$ cat config.mk
export PLATFORM = sky130hd
export DESIGN_NAME = grid_move_engine
export DESIGN_NICKNAME = d
export VERILOG_FILES = /design/src/rtl/grid_move_engine.sv
export SDC_FILE = /design/constraint.sdc
export NUM_CORES = 1
export LEC_CHECK = 0
export ABC_AREA = 1
export CAP_MARGIN = 20
export CORE_MARGIN = 2
export CORE_UTILIZATION = 58
export CTS_CLUSTER_DIAMETER = 200
export DETAILED_ROUTE_END_ITERATION = 6
export PLACE_DENSITY = 0.8
export SLEW_MARGIN = 40
export SYNTH_ARGS = -nofsm -noshare
export SYNTH_HDL_FRONTEND = slang
export SYNTH_SLANG_ARGS = --single-unit
$ cat constraint.sdc
create_clock -name clk -period 3.8 [get_ports clk]
set_clock_uncertainty 0.05 [all_clocks]
set_input_delay 0.38 -clock clk [delete_from_list [all_inputs] [get_ports clk]]
set_output_delay 0.38 -clock clk [all_outputs]
set_load 0.005 [all_outputs]
$ cat src/rtl/grid_move_engine.sv
// grid_move_engine
//   Holds the agent's grid position and executes move/undo commands received over a
//   valid/ready handshake. In-grid moves are checked against an external wall map before
//   being committed; committed moves are recorded in a circular history stack so the
//   solver can backtrack with undo commands.
//
// Ports
//   clk, rst_n                 clock, asynchronous active-low reset
//   i_cmd_valid / o_cmd_ready  command handshake (ready only in idle)
//   i_cmd_op                   00 y-1, 01 x+1, 10 x-1, 11 y+1
//   i_cmd_undo                 pop history and reverse last move (op ignored)
//   o_blk_req, o_blk_x/y       wall query for the target cell, held until ack
//   i_blk_ack, i_blk_wall      query answer (wall valid with ack)
//   o_pos_x/y                  registered current position
//   o_done_valid/status        one-cycle completion pulse: 00 MOVED 01 EDGE 10 WALL 11 EMPTY
//   o_hist_count               number of valid history entries
module grid_move_engine #(
  parameter int unsigned COORD_W    = 4,
  parameter int unsigned START_X    = 0,
  parameter int unsigned START_Y    = 0,
  parameter int unsigned WRAP       = 0,
  parameter int unsigned HIST_DEPTH = 16
) (
  input  logic                          clk,
  input  logic                          rst_n,
  input  logic                          i_cmd_valid,
  output logic                          o_cmd_ready,
  input  logic [1:0]                    i_cmd_op,
  input  logic                          i_cmd_undo,
  output logic                          o_blk_req,
  output logic [COORD_W-1:0]            o_blk_x,
  output logic [COORD_W-1:0]            o_blk_y,
  input  logic                          i_blk_ack,
  input  logic                          i_blk_wall,
  output logic [COORD_W-1:0]            o_pos_x,
  output logic [COORD_W-1:0]            o_pos_y,
  output logic                          o_done_valid,
  output logic [1:0]                    o_done_status,
  output logic [$clog2(HIST_DEPTH):0]   o_hist_count
);

  localparam int unsigned PTR_W = $clog2(HIST_DEPTH);
  localparam int unsigned CNT_W = PTR_W + 1;

  localparam logic [1:0] OpUp    = 2'b00;
  localparam logic [1:0] OpRight = 2'b01;
  localparam logic [1:0] OpLeft  = 2'b10;
  localparam logic [1:0] OpDown  = 2'b11;

  localparam logic [1:0] StatusMoved = 2'b00;
  localparam logic [1:0] StatusEdge  = 2'b01;
  localparam logic [1:0] StatusWall  = 2'b10;
  localparam logic [1:0] StatusEmpty = 2'b11;

  localparam logic [COORD_W-1:0] CoordMax = '1;

  typedef enum logic [1:0] {StIdle, StCheck, StResolve} state_e;

  state_e               r_state, w_state_nxt;
  logic [COORD_W-1:0]   r_pos_x, r_pos_y, w_pos_x_nxt, w_pos_y_nxt;
  logic [COORD_W-1:0]   r_tgt_x, r_tgt_y, w_tgt_x_nxt, w_tgt_y_nxt;
  logic [1:0]           r_op, w_op_nxt;
  logic [1:0]           r_status, w_status_nxt;
  logic [PTR_W-1:0]     r_top, w_top_nxt;
  logic [CNT_W-1:0]     r_count, w_count_nxt;
  logic [1:0]           r_hist [HIST_DEPTH];
  logic                 w_push;

  logic [COORD_W-1:0]   w_mv_x, w_mv_y, w_un_x, w_un_y;
  logic [1:0]           w_pop_op;
  logic                 w_edge;

  // Coordinate arithmetic is modulo 2^COORD_W; saturate mode relies on w_edge instead.
  function automatic logic [COORD_W-1:0] step_x(input logic [COORD_W-1:0] x,
                                                input logic [1:0] op);
    unique case (op)
      OpRight: return x + COORD_W'(1);
      OpLeft:  return x - COORD_W'(1);
      default: return x;
    endcase
  endfunction

  function automatic logic [COORD_W-1:0] step_y(input logic [COORD_W-1:0] y,
                                                input logic [1:0] op);
    unique case (op)
      OpUp:    return y - COORD_W'(1);
      OpDown:  return y + COORD_W'(1);
      default: return y;
    endcase
  endfunction

  assign w_mv_x   = step_x(r_pos_x, i_cmd_op);
  assign w_mv_y   = step_y(r_pos_y, i_cmd_op);
  assign w_pop_op = r_hist[r_top - PTR_W'(1)];
  // Bitwise inversion maps each op onto its opposite direction (00<->11, 01<->10).
  assign w_un_x   = step_x(r_pos_x, ~w_pop_op);
  assign w_un_y   = step_y(r_pos_y, ~w_pop_op);

  assign w_edge = (WRAP == 0) &&
                  (((i_cmd_op == OpUp)    && (r_pos_y == '0))      ||
                   ((i_cmd_op == OpRight) && (r_pos_x == CoordMax)) ||
                   ((i_cmd_op == OpLeft)  && (r_pos_x == '0))      ||
                   ((i_cmd_op == OpDown)  && (r_pos_y == CoordMax)));

  always_comb begin
    w_state_nxt  = r_state;
    w_pos_x_nxt  = r_pos_x;
    w_pos_y_nxt  = r_pos_y;
    w_tgt_x_nxt  = r_tgt_x;
    w_tgt_y_nxt  = r_tgt_y;
    w_op_nxt     = r_op;
    w_status_nxt = r_status;
    w_top_nxt    = r_top;
    w_count_nxt  = r_count;
    w_push       = 1'b0;
    o_cmd_ready  = 1'b0;
    o_blk_req    = 1'b0;
    o_done_valid = 1'b0;

    unique case (r_state)
      StIdle: begin
        o_cmd_ready = 1'b1;
        if (i_cmd_valid) begin
          w_op_nxt    = i_cmd_op;
          w_tgt_x_nxt = w_mv_x;
          w_tgt_y_nxt = w_mv_y;
          if (i_cmd_undo) begin
            w_state_nxt = StResolve;
            if (r_count == '0) begin
              w_status_nxt = StatusEmpty;
            end else begin
              // The reversed path was walked before, so no wall or edge check is needed.
              w_pos_x_nxt  = w_un_x;
              w_pos_y_nxt  = w_un_y;
              w_top_nxt    = r_top - PTR_W'(1);
              w_count_nxt  = r_count - CNT_W'(1);
              w_status_nxt = StatusMoved;
            end
          end else if (w_edge) begin
            w_state_nxt  = StResolve;
            w_status_nxt = StatusEdge;
          end else begin
            w_state_nxt = StCheck;
          end
        end
      end
      StCheck: begin
        o_blk_req = 1'b1;
        if (i_blk_ack) begin
          w_state_nxt = StResolve;
          if (i_blk_wall) begin
            w_status_nxt = StatusWall;
          end else begin
            w_pos_x_nxt  = r_tgt_x;
            w_pos_y_nxt  = r_tgt_y;
            w_push       = 1'b1;
            w_top_nxt    = r_top + PTR_W'(1);
            // When full the write slot is the oldest entry, so only the count saturates.
            if (r_count != CNT_W'(HIST_DEPTH)) begin
              w_count_nxt = r_count + CNT_W'(1);
            end
            w_status_nxt = StatusMoved;
          end
        end
      end
      StResolve: begin
        o_done_valid = 1'b1;
        w_state_nxt  = StIdle;
      end
      default: begin
        w_state_nxt = StIdle;
      end
    endcase
  end

  always_ff @(posedge clk or negedge rst_n) begin
    if (!rst_n) begin
      r_state  <= StIdle;
      r_pos_x  <= COORD_W'(START_X);
      r_pos_y  <= COORD_W'(START_Y);
      r_tgt_x  <= '0;
      r_tgt_y  <= '0;
      r_op     <= '0;
      r_status <= StatusMoved;
      r_top    <= '0;
      r_count  <= '0;
      for (int i = 0; i < int'(HIST_DEPTH); i++) begin
        r_hist[i] <= '0;
      end
    end else begin
      r_state  <= w_state_nxt;
      r_pos_x  <= w_pos_x_nxt;
      r_pos_y  <= w_pos_y_nxt;
      r_tgt_x  <= w_tgt_x_nxt;
      r_tgt_y  <= w_tgt_y_nxt;
      r_op     <= w_op_nxt;
      r_status <= w_status_nxt;
      r_top    <= w_top_nxt;
      r_count  <= w_count_nxt;
      if (w_push) begin
        r_hist[r_top] <= r_op;
      end
    end
  end

  assign o_blk_x       = r_tgt_x;
  assign o_blk_y       = r_tgt_y;
  assign o_pos_x       = r_pos_x;
  assign o_pos_y       = r_pos_y;
  assign o_done_status = r_status;
  assign o_hist_count  = r_count;

endmodule
# Word level (Yosys, flattened, before mapping)
# Index checks and enable logic that the tools add are counted.
# totals
ff_bits	63
output_inout_bits	26
word_cells	134
# classes
add_sub_neg	8
magnitude_cmp	3
n_eq_ne	20
n_mux	53
n_bitwise	3
reduce_logical	22
# op_table
cell	n
$mux W4	15
$pmux W4 S2	7
$bwmux W32	1
$mux W5	6
$mux W2	13
$reduce_and A7 Y1	3
$add A4 B1 Y4 const B	3
$ne A2 B2 Y1 const B	6
$sub A4 B1 Y4 const B	3
$eq A2 B2 Y1 const B	5
$ge A5 B5 Y1 const B	2
$not A4 Y5	2
$pmux W5 S2	1
$bmux W2 S4	1
$demux W2 S4	1
$eq A4 B4 Y1 const B	2
$logic_not A4 Y1	2
$pmux W2 S2	2
$eq A2 B1 Y1 const B	3
$logic_not A2 Y1	3
$mux W1	6
$ne A3 B1 Y1 const B	2
$reduce_and A6 Y1	1
$add A5 B1 Y5 const B	1
other kinds (11)	18

# Logic depth before layout (Yosys ltp)
# Gate-level depths: netlist of the first run.
# logic_depth
word_depth	12
ltp_mapped	19

# Least setup slack after synthesis of the first run
# No wires, ideal clock.
# synth_timing
path_kind	flip-flop to flip-flop
startpoint	register r_top[0]
endpoint	register r_pos_y[3], in the netlist o_pos_y[3]
arrival_ns	2.621
t_required_ns	3.633
slack_ns	1.012
stages_incl_launch_ff	19
n_path_buf	3
period_less_slack_ns	2.788
path_cell_list	dfrtp_1 buf_2 inv_2 buf_2 ha_1 buf_2 clkinv_1 nand3_1 nand3_1 nand3_1 nand2_1 ha_1 nor2_1 a21oi_1 nand2_2 nor2_4 inv_1 nand2_1 nand2_1
# synth_via
elab_chain_len	12
# synth_rtl
item	line	source
from (decl)	64	logic [PTR_W-1:0] r_top, w_top_nxt;
from (signal assigned)	198	r_top <= w_top_nxt;
$sub A4 B1 Y4 (*)	94	assign w_pop_op = r_hist[r_top - PTR_W'(1)];
$not A4 Y5 (not written as such) (*)	94	
$bmux W2 S4 (*)	94	
$mux W2 (not written as such) (*) (2 in a row)	94	
$not A2 Y2 (*)	97	assign w_un_y = step_y(r_pos_y, ~w_pop_op);
$eq A2 B2 Y1 / $logic_not A2 Y1 (equally long branches)	85	unique case (op)
$pmux W4 S2	85	
$mux W4	129	if (r_count == '0) begin
$mux W4	127	if (i_cmd_undo) begin
$mux W4	123	if (i_cmd_valid) begin
$pmux W4 S2	120	unique case (r_state)
to (signal assigned)	180	r_pos_y <= COORD_W'(START_Y);
to (signal assigned)	193	r_pos_y <= w_pos_y_nxt;
to (decl)	60	logic [COORD_W-1:0] r_pos_x, r_pos_y, w_pos_x_nxt, w_pos_y_nxt;
# Mark *: on every way between the ends. The rest lies on a longest branch, timed or not. The select of a mux whose other input is x is not followed.
# A chain may end at the register's enable or synchronous reset.

# Final worst setup path of the first run
# layout_timing
startpoint	register r_top[0]
endpoint	register r_pos_y[2], in the netlist o_pos_y[2]
# Same word-level chain as after synthesis.

==> results of run 1 <==
-- layer usage --
| metal | wire (µm) | vias up |
|---|---|---|
| li1 | - | 1788 |
| met1 | 4794 | 1747 |
| met2 | 4352 | 116 |
| met3 | 560 | 12 |
| met4 | 106 | 0 |
| met5 | 0 | - |
-- kinds of logic after synthesis --
logic type / count (synthesis) / share of synthesized area [%]
AND/OR/NAND/NOR: 294 / 33.53
AO/OA/AOI/OAI: 77 / 10.13
buffers and inverters: 65 / 7.156
flip-flops: 63 / 39.90
adder cells (fa/ha/maj): 21 / 6.840
XOR/XNOR: 11 / 2.438
-- power breakdown --
| group | internal [mW] | switching [mW] |
|---|---|---|
| Clock | 0.309 | 0.295 |
| Sequential | 0.913 | 0.267 |
| Combinational | 1.01 | 1.57 |
-- registers in the layout (all words and copies together) (netlist names) --
name,flops
o_blk_y,4
o_pos_y,4
r_hist,32
o_hist_count,5
o_pos_x,4
r_state,2
o_blk_x,4
o_done_status,2
r_top,4
r_op,2
-- worst register-to-register path: cells and delay by family (launching register included) --
| kind | cells | cell delay (ps) |
|---|---|---|
| compound gates | 1 | 170 |
| fa+ha+maj | 2 | 650 |
| buf+inv | 3 | 630 |
| flops | 1 | 390 |
| simple gates | 9 | 880 |
-- cells in the final DEF, fill, tap and decap left out, types with 2 or more instances in the layout --
master / synthesis / final
nand2_1: 180 / 180
dfrtp_1: 63 / 63
nand2_2: 5 / 5
inv_1: 47 / 47
buf_4: 0 / 2
nor2_4: 8 / 8
inv_2: 3 / 3
clkdlybuf4s50_1: 0 / 32
o21ai_0: 40 / 40
o211ai_1: 3 / 3
clkinvlp_4: 0 / 3
nor2_1: 23 / 23
inv_6: 0 / 3
xnor2_1: 7 / 7
clkinv_1: 2 / 2
a21oi_1: 15 / 15
nand4_1: 5 / 5
ha_1: 20 / 20
nand3_1: 65 / 65
clkbuf_8: 0 / 9
o21ai_1: 16 / 16
nor2_2: 2 / 2
xor2_1: 4 / 4
-- per-stage QoR --
stage | utilization [%] | setup WS (ps) | power (mW) | cells | instance area, µm²
3_3_place_gp | 64.42 | 1087 | 3.687 | 633 | 4304
3_5_place_dp | 64.42 | 980.3 | 3.735 | 633 | 4304
4_1_cts | 67.45 | 956.5 | 4.362 | 649 | 4507
2_1_floorplan | - | 1012 | 3.004 | 531 | 3951
5_1_grt | 67.45 | 643.7 | 4.779 | 649 | 4507
6_report | 67.45 | 921.5 | 4.372 | 649 | 4507
-- cell type report --
cell class,count,area (µm²)
Multi-Input combinational cell,403,2092
Clock inverter,7,78.83
Sequential cell,63,1577
Tap cell,80,100.1
Fill cell,571,2175
Clock buffer,9,123.9
Inverter,52,195.2
Timing Repair Buffer,35,340.3
-- worst max path at each step --
stage	from	to	slack, ps	depth (start not counted)
after floorplan	r_top[0]$_DFFE_PN0P_	o_pos_y[3]$_DFFE_PN0P_	1010	18
after global placement	r_top[0]$_DFFE_PN0P_	o_pos_y[3]$_DFFE_PN0P_	1090	15
after detailed placement	r_top[0]$_DFFE_PN0P_	o_pos_y[2]$_DFFE_PN0P_	980	15
after CTS	r_top[0]$_DFFE_PN0P_	o_pos_y[3]$_DFFE_PN0P_	960	15
after global routing	r_top[0]$_DFFE_PN0P_	o_pos_y[3]$_DFFE_PN0P_	640	15
final	r_top[0]$_DFFE_PN0P_	o_pos_y[2]$_DFFE_PN0P_	920	15
==> reports/summary.txt, run 1 <==
RSZ-0062 raised after global routing: false
Slowest library cell on the worst path: dfrtp_1
Register area share after synthesis: 39.90%
Max cap viols: 0
GRT Overall Usage: 27.43%
Final hold slack: 5.900 ps
RePlAce Congestion: 0.9454
CTS tree: built
Mapped Cells: 531
Worst R2R Start: r_top[0]$_DFFE_PN0P_
Internal reg-to-reg setup slack: 920 ps
First DRT Iteration DRCs: 326
CP Cell Sequence: inv_2, ha_1, clkinv_1, nand3_1, nand3_1, nand3_1, nand2_1, ha_1, nor2_1, a21oi_1, nand2_2, nor2_4, inv_1, nand2_1, nand2_1
Diode count: 0
DRC: 0
CP max FO: 21
Antenna violations before repair: 0
Post-synth EDFFs: 0
Starting Density: 59.14%
DRT antenna net count: 0
Synth area leader: dfrtp_1
Global Route met2 Usage: 40.00%
Critical Path Max Stage Delay: 390 ps
Top delay family on crit path: simple AND/OR/NAND/NOR gates
Post-CTS Resized: 0
Worst Reg-to-Reg Cells: 15
Hold_buf cts: 0
Maximum vdd ir drop: 0.6071 mV
Die outline width: 86.54 µm
Clock sink count: 63
Number of global-route vias before repair: 3335
Detailed placement HPWL: 7.105 mm
Nets: 593
Yosys warning count: 0
Slew HR: 57.30%
Reg2reg end: o_pos_y[2]$_DFFE_PN0P_
Vias: 3663
Status: complete, no violations
I/O Pins: 34
Wire length per cell: 15.12 µm
Final hold vios: 0
Startpoint types: register
Num CTS Buffers: 9
Syn nets: 560
Period utilization: 75.75%
Core area: 6681 µm²
Final Routed Wirelength: 9.814 mm
Setup bufs post-CTS: 0
Met1 Use GR: 41.09%
CTS clock-pin slew for the worst setup and hold paths: 80 ps
Async SR Flop Fraction: 100.0%
LEAKAGE: 2.151 nW
GRT met3 Usage: 7.333%
Worst Setup End Kind: register
Largest net degree at the start of global routing: 36
Post-synth top area share: 39.90%
Syn avg cell area: 7.441 µm²
Post-route setup TNS: 0 ps
Seq cells post-synth: 63
Die area: 7489 µm²
Clock buffer depth: 2
Post-layout min period: 2878 ps
Ranking of synthesized cells by area: dfrtp_1 (40%), nand2_1 (17%), nand3_1 (8.2%)
Pwr Density: 970.1 nW/µm²
Fmax: 347.4 MHz
H-tree depth: 3
Vias/cell: 5.644
Mapped cell area: 3951 µm²
Count leader, synth: nand2_1
Drt pass-1 iters: 5
GR peak layer: met1
Clock Latency Late Sink: 350 ps
Main synth FF type: dfrtp_1
Setup violators final: 0
Synth unique cells: 31
Root buf cell: clkbuf_8
Actual slew at the worst max-slew pin: 640.5 ps
Bufs and invs on worst path: 3
Critical Path AT: 3060 ps
Ratio of cells with drive above 1 in the final layout: 7.557%
Max-slew violation total from the final report: 0
Crit path kind: register to register
Crit path required time: 3980 ps
Layout Area Growth over Synthesis: 14.06%
Chip height: 86.54 µm
Gr ovfl total: 0
Synth top cells by count: nand2_1 (180), nand3_1 (65), dfrtp_1 (63)
Worst Hold Class: input port to async pin
First-pass GRT wire length: 16.08 mm
IO Port Bufs: 33
Rows: 30
No activity file was read; power rests on OpenSTA's default activity.
==> run 2: changes to the inputs <==
- clock period: 3.8 -> 3 ns (I/O delays scaled with it)
==> run 2 against run 1 <==
Net effect: the run now ends with negative hold slack left; via count fell by 1.1%; register-to-register slack got worse by 570 ps; die area did not move; combinational power rose by 29%; maximum frequency rose by 8.7%; hold slack got worse by 38 ps; sequential power rose by 26%; count of clock-buffer cells in the layout did not move; critical endpoint unchanged; critical path depth did not move; global-route usage rose by 0.22 points; largest power group unchanged; power rose by 27%; non-clock buffer count rose by 3.
==> reports/summary.txt, run 2 (synthesis gave the netlist of run 1 again) <==
Actual slew at the worst max-slew pin: 565.5 ps (-74.97 ps)
Vias/cell: 5.558 (-1.5%)
Chip height: 86.54 µm (unchanged)
Diode count: 0 (unchanged)
Post-CTS Resized: 0 (unchanged)
Fmax: 377.5 MHz (+8.7%)
Detailed placement HPWL: 6.944 mm (-2.3%)
FILL cells: 581 (+1.8%)
Crit path kind: register to register
Worst slack, placed: 381.5 ps (-598.8 ps)
CP max FO: 9 (-57%)
IO Port Bufs: 33 (unchanged)
Antenna violations before repair: 0 (unchanged)
Failing checks: negative hold slack
Setup bufs post-CTS: 0 (unchanged)
Pwr Density: 1227 nW/µm² (+26%)
First DRT Iteration DRCs: 245 (-25%)
GRT Overall Usage: 27.65% (+0.22 points)
Largest reg by FF count: r_hist
FF+latch area: 1577 µm² (unchanged)
Setup violators final: 0 (unchanged)
Layout Utilization: 67.73% (+0.28 points)
Internal: 2.865 mW (+28%)
Layout Cells excl Fill: 652 (+0.46%)
Max-slew violation total from the final report: 0 (unchanged)
RePlAce Congestion: 0.9079 (-4.0%)
Vias: 3624 (-1.1%)
H-tree depth: 3 (unchanged)
Startpoint types: register
Max cap viols: 0 (unchanged)
Post-layout min period: 2649 ps (-229.5 ps)
Drt pass-1 iters: 4 (-1)
Sequential share of power: 26.8% (-0.2 points)
Fin worst setup slack: 351.0 ps (-570.5 ps)
Worst Hold Class: input port to async pin
Comb pwr share: 59.9% (+0.7 points)
Root buf cell: clkbuf_8
Largest net degree at the start of global routing: 64 (+78%)
Clock sink count: 63 (unchanged)
LEAKAGE: 2.177 nW (+1.2%)
Most frequent cells in the layout: nand2_1 (180), nand3_1 (65), dfrtp_1 (63), inv_1 (47), o21ai_0 (40)
I/O Pins: 34 (unchanged)
First-pass GRT wire length: 16.17 mm (+0.60%)
Nets: 596 (+0.51%)
Clock power share: 13.3% (-0.5 points)
Num CTS Buffers: 9 (unchanged)
Starting Density: 59.14% (unchanged)
Core area: 6681 µm² (unchanged)
DRT antenna net count: 0 (unchanged)
Die outline width: 86.54 µm (unchanged)
CTS tree: built
Dpl cells: 636 (+0.47%)
RSZ-0062 raised after global routing: false
Post-route setup TNS: 0 ps (unchanged)
Number of global-route vias before repair: 3340 (+0.15%)
Commonest non-fill, non-tap cell in the layout: nand2_1
Status: complete, but fails checks
CTS clock-pin slew for the worst setup and hold paths: 80 ps (about the same)
DRC: 0 (unchanged)
Maximum vdd ir drop: 0.6313 mV (+4.0%)
Sw frac: 48.41% (-0.46 points)
Final hold slack: -31.69 ps (-37.59 ps)
Rows: 30 (unchanged)
Die area: 7489 µm² (unchanged)
Switching Power: 2.688 mW (+26%)
Critical Path AT: 2840 ps (-220 ps)
Gr ovfl total: 0 (unchanged)
Area of the multi-input gates: 2092 µm² (unchanged)
Final Routed Wirelength: 9.636 mm (-1.8%)
Crit path required time: 3190 ps (-790 ps)
Clock buffer depth: 2 (unchanged)
Worst Setup End Kind: register
Ratio of cells with drive above 1 in the final layout: 8.042% (+0.48 points)
Clock Latency Late Sink: 350 ps (about the same)
Period utilization: 88.30% (+13 points)
Final hold vios: 63 (+63)
Max reg flops: 32 (unchanged)
Hold_buf cts: 0 (unchanged)
Slew HR: 62.30% (+5.0 points)
Layout Area Growth over Synthesis: 14.53%
Wire length per cell: 14.78 µm (-2.3%)
## run 2: changes by cell type in the layout (fill, tap and decap cells not counted)
cell / before / now
clkinvlp_4: 3 / 0
buf_6: 0 / 1
clkinv_2: 0 / 3
buf_4: 2 / 4
clkinv_4: 0 / 2
inv_6: 3 / 1
## run 2: final timing paths
path	from	cells after the start	end	slack, ps
min in group clk	o_done_status[0]$_DFFE_PN0P_	2	o_done_status[0]$_DFFE_PN0P_	440
max in group asynchronous	rst_n	2	o_blk_y[2]$_DFFE_PN0P_	2530
hold / removal	rst_n	2	r_hist[24]$_DFFE_PN0P_	-30
setup reg to reg	r_top[1]$_DFFE_PN0P_	15	o_pos_y[2]$_DFFE_PN0P_	350
hold reg to reg	o_done_status[0]$_DFFE_PN0P_	2	o_done_status[0]$_DFFE_PN0P_	440
setup / recovery	r_top[1]$_DFFE_PN0P_	15	o_pos_y[2]$_DFFE_PN0P_	350
## run 2: cell type report
| class | instances | share of cell area [%] |
|---|---|---|
| tap | 80 | 2.212 |
| clock buffer | 9 | 2.737 |
| timing repair buffer | 38 | 8.101 |
| clock inverter | 7 | 1.576 |
| multi-input combinational | 403 | 46.23 |
| sequential | 63 | 34.84 |
| inverter | 52 | 4.313 |
## run 2: critical path, cell delays in order (launching register included)
cell,delay (ps)
dfrtp_1,420
inv_1,120
ha_1,330
clkinv_1,240
nand3_1,170
nand3_1,80
nand3_1,90
nand2_1,80
ha_1,300
nor2_1,40
a21oi_1,160
nand2_2,80
nor2_4,190
inv_1,70
nand2_1,60
nand2_1,50
## run 2: power by group through the flow
stage	combinational, mW	clock [mW]	sequential (mW)
after detailed placement	3.29	0	1.49
after global routing	3.76	0.781	1.53
after floorplan	2.41	0	1.39
after global placement	3.23	0	1.48
final	3.33	0.738	1.49
after CTS	3.31	0.744	1.48
## run 2: per-layer routing
layer	global-route usage [%]	vias to the layer above	share of wire [%]
met3	4.286	15	4.1
met4	10.37	0	1.5
met2	39.58	97	44
met5	0	-	0
met1	42.20	1713	50
li1	-	1799	-
## run 2: stage by stage
stage / area [µm²] / hold WS (ps) / power [mW]
floorplan: 3951 / -45.59 / 3.805
global placement: 4327 / 415.2 / 4.715
detailed placement: 4327 / 419.5 / 4.781
CTS: 4522 / 94.62 / 5.534
global route: 4526 / 26.33 / 6.077
finish: 4526 / -31.69 / 5.554
